<file path="config.mk">
export PLATFORM = sky130hd
export DESIGN_NAME = al4s3b_wb_arbiter
export DESIGN_NICKNAME = d
export VERILOG_FILES = /design/src/rtl/al4s3b_wb_arbiter.sv
export SDC_FILE = /design/constraint.sdc
export NUM_CORES = 1
export LEC_CHECK = 0
export BUFFER_PORTS_ARGS = -buffer_cell sky130_fd_sc_hd__buf_2
export CAP_MARGIN = 0
export CORE_AREA = 2 2 106 108
export CTS_CLUSTER_DIAMETER = 150
export DETAILED_ROUTE_END_ITERATION = 16
export DIE_AREA = 0 0 108 110
export HOLD_SLACK_MARGIN = 0.06
export PLACE_DENSITY_LB_ADDON = 0.15
export SYNTH_ARGS = -nofsm -noshare
export SYNTH_HDL_FRONTEND = slang
export SYNTH_SLANG_ARGS = --single-unit
</file>
<file path="constraint.sdc">
create_clock -name WBs_CLK_i -period 1.5 [get_ports WBs_CLK_i]
set_input_delay 0.3 -clock WBs_CLK_i [delete_from_list [all_inputs] [get_ports WBs_CLK_i]]
set_output_delay 0.3 -clock WBs_CLK_i [all_outputs]
set_load 0.01 [all_outputs]
</file>
<file path="src/rtl/al4s3b_wb_arbiter.sv">
// al4s3b_wb_arbiter
// Two-master round-robin Wishbone arbiter in front of the single FPGA slave
// port. A grant is held from CYC rise to CYC fall. A bus watchdog completes
// any strobe that the slave never acknowledges.
module al4s3b_wb_arbiter #(
   parameter int          TIMEOUT_CYCLES     = 16,
   parameter logic [31:0] TIMEOUT_READ_VALUE = 32'hBAD_FAB_AC
) (
   input  logic        WBs_CLK_i,
   input  logic        WBs_RST_i,
   input  logic [16:0] M0_ADR_i,
   input  logic        M0_CYC_i,
   input  logic        M0_STB_i,
   input  logic        M0_WE_i,
   input  logic [3:0]  M0_BYTE_STB_i,
   input  logic [31:0] M0_DAT_i,
   output logic [31:0] M0_DAT_o,
   output logic        M0_ACK_o,
   input  logic [16:0] M1_ADR_i,
   input  logic        M1_CYC_i,
   input  logic        M1_STB_i,
   input  logic        M1_WE_i,
   input  logic [3:0]  M1_BYTE_STB_i,
   input  logic [31:0] M1_DAT_i,
   output logic [31:0] M1_DAT_o,
   output logic        M1_ACK_o,
   output logic [16:0] WBs_ADR_o,
   output logic        WBs_CYC_o,
   output logic        WBs_STB_o,
   output logic        WBs_WE_o,
   output logic        WBs_RD_o,
   output logic [3:0]  WBs_BYTE_STB_o,
   output logic [31:0] WBs_DAT_o,
   input  logic [31:0] WBs_DAT_i,
   input  logic        WBs_ACK_i,
   output logic [1:0]  Grant_o,
   output logic [1:0]  Timeout_Sts_o,
   input  logic [1:0]  Timeout_Clr_i
);

   typedef enum logic [1:0] {
      IDLE = 2'd0,
      GNT0 = 2'd1,
      GNT1 = 2'd2
   } state_t;

   localparam logic [7:0] TO_CNT = 8'(TIMEOUT_CYCLES);

   state_t      state_q;
   logic        last_q;
   logic [1:0]  grant_q;
   logic [7:0]  wd_cnt_q;
   logic [7:0]  wd_cnt_d;
   logic [1:0]  tsts_q;
   logic [1:0]  tsts_d;
   logic        gnt0;
   logic        gnt1;
   logic        own_cyc;
   logic        own_stb;
   logic        wd_ack;

   assign gnt0    = (state_q == GNT0);
   assign gnt1    = (state_q == GNT1);
   assign own_cyc = (gnt0 & M0_CYC_i) | (gnt1 & M1_CYC_i);
   assign own_stb = (gnt0 & M0_STB_i) | (gnt1 & M1_STB_i);

   // A real slave ACK on the terminal count takes priority over the watchdog.
   assign wd_ack = own_cyc & own_stb & ~WBs_ACK_i & (wd_cnt_q == TO_CNT);

   // Slave-side mux: selected master passes through, idle bus drives zeros.
   always_comb begin
      WBs_ADR_o      = 17'h0;
      WBs_CYC_o      = 1'b0;
      WBs_STB_o      = 1'b0;
      WBs_WE_o       = 1'b0;
      WBs_BYTE_STB_o = 4'h0;
      WBs_DAT_o      = 32'h0;
      if (gnt0) begin
         WBs_ADR_o      = M0_ADR_i;
         WBs_CYC_o      = M0_CYC_i;
         WBs_STB_o      = M0_STB_i & ~wd_ack;
         WBs_WE_o       = M0_WE_i;
         WBs_BYTE_STB_o = M0_BYTE_STB_i;
         WBs_DAT_o      = M0_DAT_i;
      end else if (gnt1) begin
         WBs_ADR_o      = M1_ADR_i;
         WBs_CYC_o      = M1_CYC_i;
         WBs_STB_o      = M1_STB_i & ~wd_ack;
         WBs_WE_o       = M1_WE_i;
         WBs_BYTE_STB_o = M1_BYTE_STB_i;
         WBs_DAT_o      = M1_DAT_i;
      end
   end

   assign WBs_RD_o = WBs_CYC_o & WBs_STB_o & ~WBs_WE_o;

   // Master returns: only the owner sees ACK/data; watchdog substitutes a marker.
   always_comb begin
      M0_ACK_o = gnt0 & (WBs_ACK_i | wd_ack);
      M1_ACK_o = gnt1 & (WBs_ACK_i | wd_ack);
      M0_DAT_o = gnt0 ? (wd_ack ? TIMEOUT_READ_VALUE : WBs_DAT_i) : 32'h0;
      M1_DAT_o = gnt1 ? (wd_ack ? TIMEOUT_READ_VALUE : WBs_DAT_i) : 32'h0;
   end

   // Watchdog counts stalled strobes; leaving the grant drops CYC, which clears it.
   always_comb begin
      wd_cnt_d = 8'h0;
      if (WBs_CYC_o & WBs_STB_o & ~WBs_ACK_i) wd_cnt_d = wd_cnt_q + 8'h1;
      tsts_d = (tsts_q & ~Timeout_Clr_i) | {gnt1 & wd_ack, gnt0 & wd_ack};
   end

   // Arbitration FSM: round-robin on ties, grant held until owner drops CYC.
   always_ff @(posedge WBs_CLK_i or posedge WBs_RST_i) begin
      if (WBs_RST_i) begin
         state_q <= IDLE;
         last_q  <= 1'b1;
         grant_q <= 2'b00;
      end else begin
         case (state_q)
            IDLE: begin
               if (M0_CYC_i && (!M1_CYC_i || last_q)) begin
                  state_q <= GNT0;
                  grant_q <= 2'b01;
               end else if (M1_CYC_i) begin
                  state_q <= GNT1;
                  grant_q <= 2'b10;
               end
            end
            GNT0: begin
               if (!M0_CYC_i) begin
                  last_q <= 1'b0;
                  if (M1_CYC_i) begin
                     state_q <= GNT1;
                     grant_q <= 2'b10;
                  end else begin
                     state_q <= IDLE;
                     grant_q <= 2'b00;
                  end
               end
            end
            GNT1: begin
               if (!M1_CYC_i) begin
                  last_q <= 1'b1;
                  if (M0_CYC_i) begin
                     state_q <= GNT0;
                     grant_q <= 2'b01;
                  end else begin
                     state_q <= IDLE;
                     grant_q <= 2'b00;
                  end
               end
            end
            default: begin
               state_q <= IDLE;
               grant_q <= 2'b00;
            end
         endcase
      end
   end

   // Watchdog counter and sticky timeout flags; a set beats a same-cycle clear.
   always_ff @(posedge WBs_CLK_i or posedge WBs_RST_i) begin
      if (WBs_RST_i) begin
         wd_cnt_q <= 8'h0;
         tsts_q   <= 2'b00;
      end else begin
         wd_cnt_q <= wd_cnt_d;
         tsts_q   <= tsts_d;
      end
   end

   assign Grant_o       = grant_q;
   assign Timeout_Sts_o = tsts_q;

endmodule

</file>
==> results.md, run 1 <==
* Status: finished with violations
* Failing checks: negative setup slack
* Area Growth Syn to Fin at 160.4%
* Avg WL per Cell at ~17 µm
* Placed cell count at roughly 660
* TritonCTS Buffers at 3
* GRT overflow at 0
* #FFs+latches synth at 13
* Number of global-route vias before repair at roughly 3000
* Minimum clock period at ~2100 ps
* Clock Sink Count at 13
* Setup ws final at -624.2 ps
* Share of cells above drive strength 1 at between 70% and 80%
* Mapped Cells at about 250
* DRC viols at 0
* Synthesized Nets at just under 400
* Final cell count without fillers at a little under 700
* TritonRoute pass-1 iters at 4
* Area leader, netlist: a22o_1
* Routed Antenna Nets at 0
* Syn. warnings at 0
* Static leakage at around 2.5 nW
* Fill cells at about 1100
* Clock power frac at around a tenth
* Switching power at 1.320 mW
* Startpoint types: flop
* Routed Wire Length at around 12000 µm
* Period utilization at 141.6%
* Crit. End Element: output pin
* Final Max Tran Viols at 0
* Diode count at 0
* Latest clock arrival within the worst-skew pair at roughly 240 ps
* Switching part of the total at about two fifths
* Deepest clock path buffer count at 2
* RD Place Congestion at roughly 0.79
* Most frequent cells in the layout: 240 x buf_2, 52 x a22o_1, 47 x buf_6
* Power share of the sequential group at a little under an eighth
* Io pins at about 280
* Hold Path Class: in -> async
* Share of the synthesized area in the top cell type at between 20% and 30%
* Core Region at ~11000 µm²
* Clock Pin Slew Worst Setup and Hold Paths at approximately 60 ps
* CTS H-tree lvls at 1
* Worst VDD drop at roughly 0.35 mV
* Die W at between 100 and 150 µm
* Total GRT Usage at ~17%
* # rows at 38
* Slew headroom at 63.54%
* Max-capacitance violation count at 0
* Vias per inst at 4.592
* Worst-path maximum fanout at 28
* Final setup fails at 124
* Reg-to-reg setup timing slack at approximately 50 ps
* Register area share after synthesis at 18.33%
* Netlist Area Pre-Place at between 1500 and 2000 µm²
* Required @ worst endpoint at between 1000 and 1500 ps
* Clk Tree Root Cell: clkbuf_8
* Async set-reset flop share out of synthesis at 100.0%
* Finished Core Util at a little over two fifths
* HPWL after DPL at ~8300 µm
* Synth Flop Type: dfrtp_1
* Maximum clock frequency at 470.8 MHz
* Yosys cell types at 35
* Synth Area per Inst at 7.243 µm²
* Largest net degree at the start of global routing at 32
* Number of hold violations in the final report at 0
* Initial antenna violation count at 0
* Worst Skew at between 5 and 6 ps
* Die area at ~12000 µm²
* Vias at around 3200
* Top post-synthesis cells by area: a22o_1 27%, dfrtp_1 17%, a21oi_1 13%
* Logic pwr share at between 70% and 80%
* Initial DRC Count at 185
* Setup Crit Path Kind: reg -> out
* Initial core utilization at between 15 and 20%
* CP Data Arrival Time at approximately 1800 ps
* Commonest non-fill, non-tap cell in the layout: buf_2
* First-pass GRT wire length at approximately 16000 µm
* CTS tree: built
* EDFF count, synth at 0
* Die height at between 100 and 150 µm
* RSZ-0062 raised after global routing: yes
* Internal Pwr Total at 2.038 mW
* Worst-margin pin slew at ~550 ps
* I/O Buffers at roughly 280
* Final net count at 704
* P per Cell Area at roughly 720 nW/µm²
==> repair_timing <==
action / 4_1_cts / 5_1_grt
pin swaps: 5 / 16
cloned: 12 / 3
setup endpoints to repair: 123 / 127
resized for setup: 46 / 37
hold buffers: 0 / 0
buffers inserted: 17 / 5
==> per-layer routing <==
metal,track usage [%],share of wire (%),up-vias
met5,0,0,-
met4,4.579,1.6,0
met3,3.586,8.7,10
met2,33.33,53,165
met1,18.53,36,1470
li1,-,-,1533
==> synthesized netlist by cell type, types with 4 or more instances <==
cell type,number
a21oi_1,45
nor2_1,4
a22o_1,54
dfrtp_1,12
inv_1,29
o21ai_0,6
nand3_1,4
buf_2,17
clkbuf_1,11
and3_1,23
nor3_1,4
==> cell families (layout without fill, tap and decap cells) <==
family	after synthesis	in the layout	synth area share (%)
compound gates	115	115	45.08
xor+xnor	3	3	1.475
simple gates	55	55	20.09
fa+ha+maj	2	2	1.404
buf+inv	58	364	13.62
flops	13	13	18.33
==> critical path, stage by stage (launching register included) <==
cell	delay [ps]
dfrtp_1	380
inv_1	60
ha_2	170
nor4b_4	250
o211ai_4	200
buf_12	210
and3_1	180
buf_2	130
==> power groups by stage <==
stage	Clock [mW]	Combinational (mW)	Sequential [mW]
floorplan	0	1.04	0.403
global placement	0	1.84	0.397
detailed placement	0	1.85	0.399
CTS	0.323	2.58	0.394
global route	0.349	2.80	0.397
finish	0.312	2.65	0.394
==> area by class of cell <==
class                   count  area, µm²  area share (%)
flip-flops and latches     13      326.6           7.039
well taps                 140      175.2           3.776
inverters                  29      108.9           2.346
multi-input cells         175       1538           33.14
clock buffers               4      45.04          0.9709
repair buffers            331       2446           52.72
==> sequential cells by signal, summed over array words and instances (netlist names) <==
register       flops
Grant_o            2
last_q             1
Timeout_Sts_o      2
wd_cnt_q           8
==> worst paths after layout <==
path / from / to / depth (start not counted)
worst max-delay path: wd_cnt_q[0]$_DFF_PP0_ / M1_DAT_o[26] / 7
worst min-delay path: WBs_RST_i / wd_cnt_q[2]$_DFF_PP0_ / 2
worst max register to register: wd_cnt_q[0]$_DFF_PP0_ / Timeout_Sts_o[0]$_DFF_PP0_ / 6
worst min register to register: last_q$_DFFE_PP1P_ / last_q$_DFFE_PP1P_ / 2
max in group asynchronous: WBs_RST_i / last_q$_DFFE_PP1P_ / 2
min in group WBs_CLK_i: Timeout_Clr_i[0] / Timeout_Sts_o[0]$_DFF_PP0_ / 2
==> stage by stage <==
stage | power (mW) | area, µm² | hold slack, ps | worst slack [ps] | setup TNS [ps]
finish | 3.359 | 4639 | 95.10 | -624.2 | -62920
global route | 3.549 | 4639 | 147.1 | -754.3 | -74350
CTS | 3.294 | 4448 | 113.2 | -628.0 | -66270
detailed placement | 2.249 | 3747 | 380.3 | -363.1 | -28170
global placement | 2.238 | 3747 | 374.7 | -326.4 | -25750
floorplan | 1.443 | 2132 | 176.2 | -187.5 | -14670
Power figures use the tool's default switching activity.
==> inputs of run 2 (changes only) <==
Settings changed: CORE_AREA 2 2 106 108 to 5 5 103 105.
==> results.md, run 2 (synthesis results as in run 1) <==
* Status: finished with violations
* Failing checks: negative setup slack
* Worst-path maximum fanout at 46
* Deepest clock path buffer count at 2
* Total GRT Usage at around 18%
* Routed Antenna Nets at 0
* Avg WL per Cell at 17.99 µm
* GRT overflow at 0
* Startpoint types: flop
* Static leakage at 2.457 nW
* Worst-margin pin slew at around 500 ps
* P per Cell Area at about 710 nW/µm²
* Routed Wire Length at between 10000 and 15000 µm
* Clock Pin Slew Worst Setup and Hold Paths at 60 ps
* Minimum clock period at approximately 2200 ps
* Largest net degree at the start of global routing at 47
* Reg-to-reg setup timing slack at ~50 ps
* Grt met2 use at a little under a third
* Max-capacitance violation count at 0
* Setup ws final at -678.1 ps
* Total power at 3.128 mW
* Largest register by flop count: wd_cnt_q
* TritonCTS Buffers at 3
* R2R Path End: wd_cnt_q[7]$_DFF_PP0_
* FF-to-FF path depth at 4
* Hold Slack at between 70 and 80 ps
* Final setup fails at approximately 120
* Setup Crit Path Kind: reg -> out
* Initial core utilization at between 10% and 20%
* Die W at between 100 and 150 µm
* Fill cells at around 990
* Worst Skew at 6.122 ps
* Number of flip-flops in the largest register at 8
* CTS tree: built
* Most frequent cells in the layout: 256 x buf_2, 53 x a22o_1, 38 x a21oi_2
* Number of hold violations in the final report at 0
* Final net count at around 710
* Required @ worst endpoint at about 1200 ps
* Core Region at between 9000 and 10000 µm²
* CTS H-tree lvls at 1
* Vias at 3110
* Die area at 11880 µm²
* GR Util met3 at approximately 5.7%
* Finished Core Util at roughly 46%
* First-pass GRT wire length at 16700 µm
* RSZ-0062 raised after global routing: yes
* Hold buffers post-CTS at 0
* TritonRoute pass-1 iters at 4
* RD Place Congestion at a little under 0.8
* Worst VDD drop at slightly below 0.3 mV
* Number of global-route vias before repair at about 3000
* DP Area at 3866 µm²
* Initial DRC Count at slightly below 200
* Clock Sink Count at 13
* Initial antenna violation count at 1
* CP Data Arrival Time at around 1900 ps
* Vias per inst at between 4 and 5
* Worst r2r src: wd_cnt_q[2]$_DFF_PP0_
* Latest clock arrival within the worst-skew pair at roughly 250 ps
* Area Growth Syn to Fin at 147.9%
* Clk Tree Root Cell: clkbuf_8
* Die height at 110 µm
* Diode count at 0
* I/O Buffers at about 280
* DRC viols at 0
* Fin area at ~4400 µm²
* Share of cells above drive strength 1 at approximately 74%
* Grt peak-use layer: met2
* M1 GR Usage at between 20% and 30%
* Crit. End Element: output pin
* HPWL after DPL at roughly 10000 µm
* Period utilization at 145.2%
* Hold Path Class: in -> async
* Final Max Tran Viols at 0
* Io pins at 276
* Commonest non-fill, non-tap cell in the layout: buf_2
* Slew headroom at between 60% and 70%
* Maximum clock frequency at 459.1 MHz
* # rows at 36
run 2: cell types whose count changed in the layout (fill, tap and decap cells not counted), sizes merged:
cell,change
clkinv,+1
clkbuf,-4
buf,+4
run 2: worst max-delay path: stages, from the launching register on:
cell      delay, ps
dfrtp_1         410
and4b_2         280
o211ai_4        260
buf_12          280
and3_4          230
buf_2           130
run 2: per-layer routing:
metal  routed length (µm)  vias to the layer above
met1                 4983                     1400
met4                  150                        2
met3                 1232                       13
met2                 5957                      165
met5                   13                        -
li1                     -                     1530
run 2: how the worst max path moves through the flow:
stage / cells after the start / from / slack (ps) / to
after floorplan: 6 / wd_cnt_q[0]$_DFF_PP0_ / -190 / M0_DAT_o[11]
after global placement: 7 / wd_cnt_q[0]$_DFF_PP0_ / -350 / M1_DAT_o[30]
after detailed placement: 6 / M1_STB_i / -390 / M0_DAT_o[6]
after CTS: 7 / wd_cnt_q[0]$_DFF_PP0_ / -650 / M1_ACK_o
after global routing: 5 / Grant_o[0]$_DFFE_PP0P_ / -770 / M0_DAT_o[30]
final: 5 / Grant_o[0]$_DFFE_PP0P_ / -680 / M0_DAT_o[0]
run 2: layout make-up:
cell class                 instances  area (µm²)  area share (%)
tap                              133       166.4           3.768
clock inverter                     1       5.005          0.1133
clock buffer                       3       41.29          0.9348
timing repair buffer             332        2227           50.42
sequential                        13       326.6           7.394
multi-input combinational        175        1541           34.90
inverter                          29       108.9           2.465
run 2: power breakdown:
| group | switching, mW | internal [mW] |
|---|---|---|
| Clock | 0.130 | 0.184 |
| Combinational | 1.11 | 1.31 |
| Sequential | 0.0178 | 0.376 |
run 2: per-stage QoR:
| stage | std cells | TNS, ps | setup slack [ps] |
|---|---|---|---|
| 2_1_floorplan | 246 | -14670 | -187.5 |
| 3_3_place_gp | 663 | -32370 | -354.4 |
| 3_5_place_dp | 663 | -32270 | -385.7 |
| 4_1_cts | 684 | -68650 | -651.1 |
| 5_1_grt | 686 | -81840 | -769.5 |
| 6_report | 686 | -68610 | -678.1 |
run 2: what timing repair did:
item / in CTS / in global routing
hold endpoints to repair: 0 / 0
setup endpoints to repair: 123 / 127
setup buffers: 12 / 7
pin swaps: 3 / 17
gates resized for setup: 28 / 31
gates cloned: 5 / 0
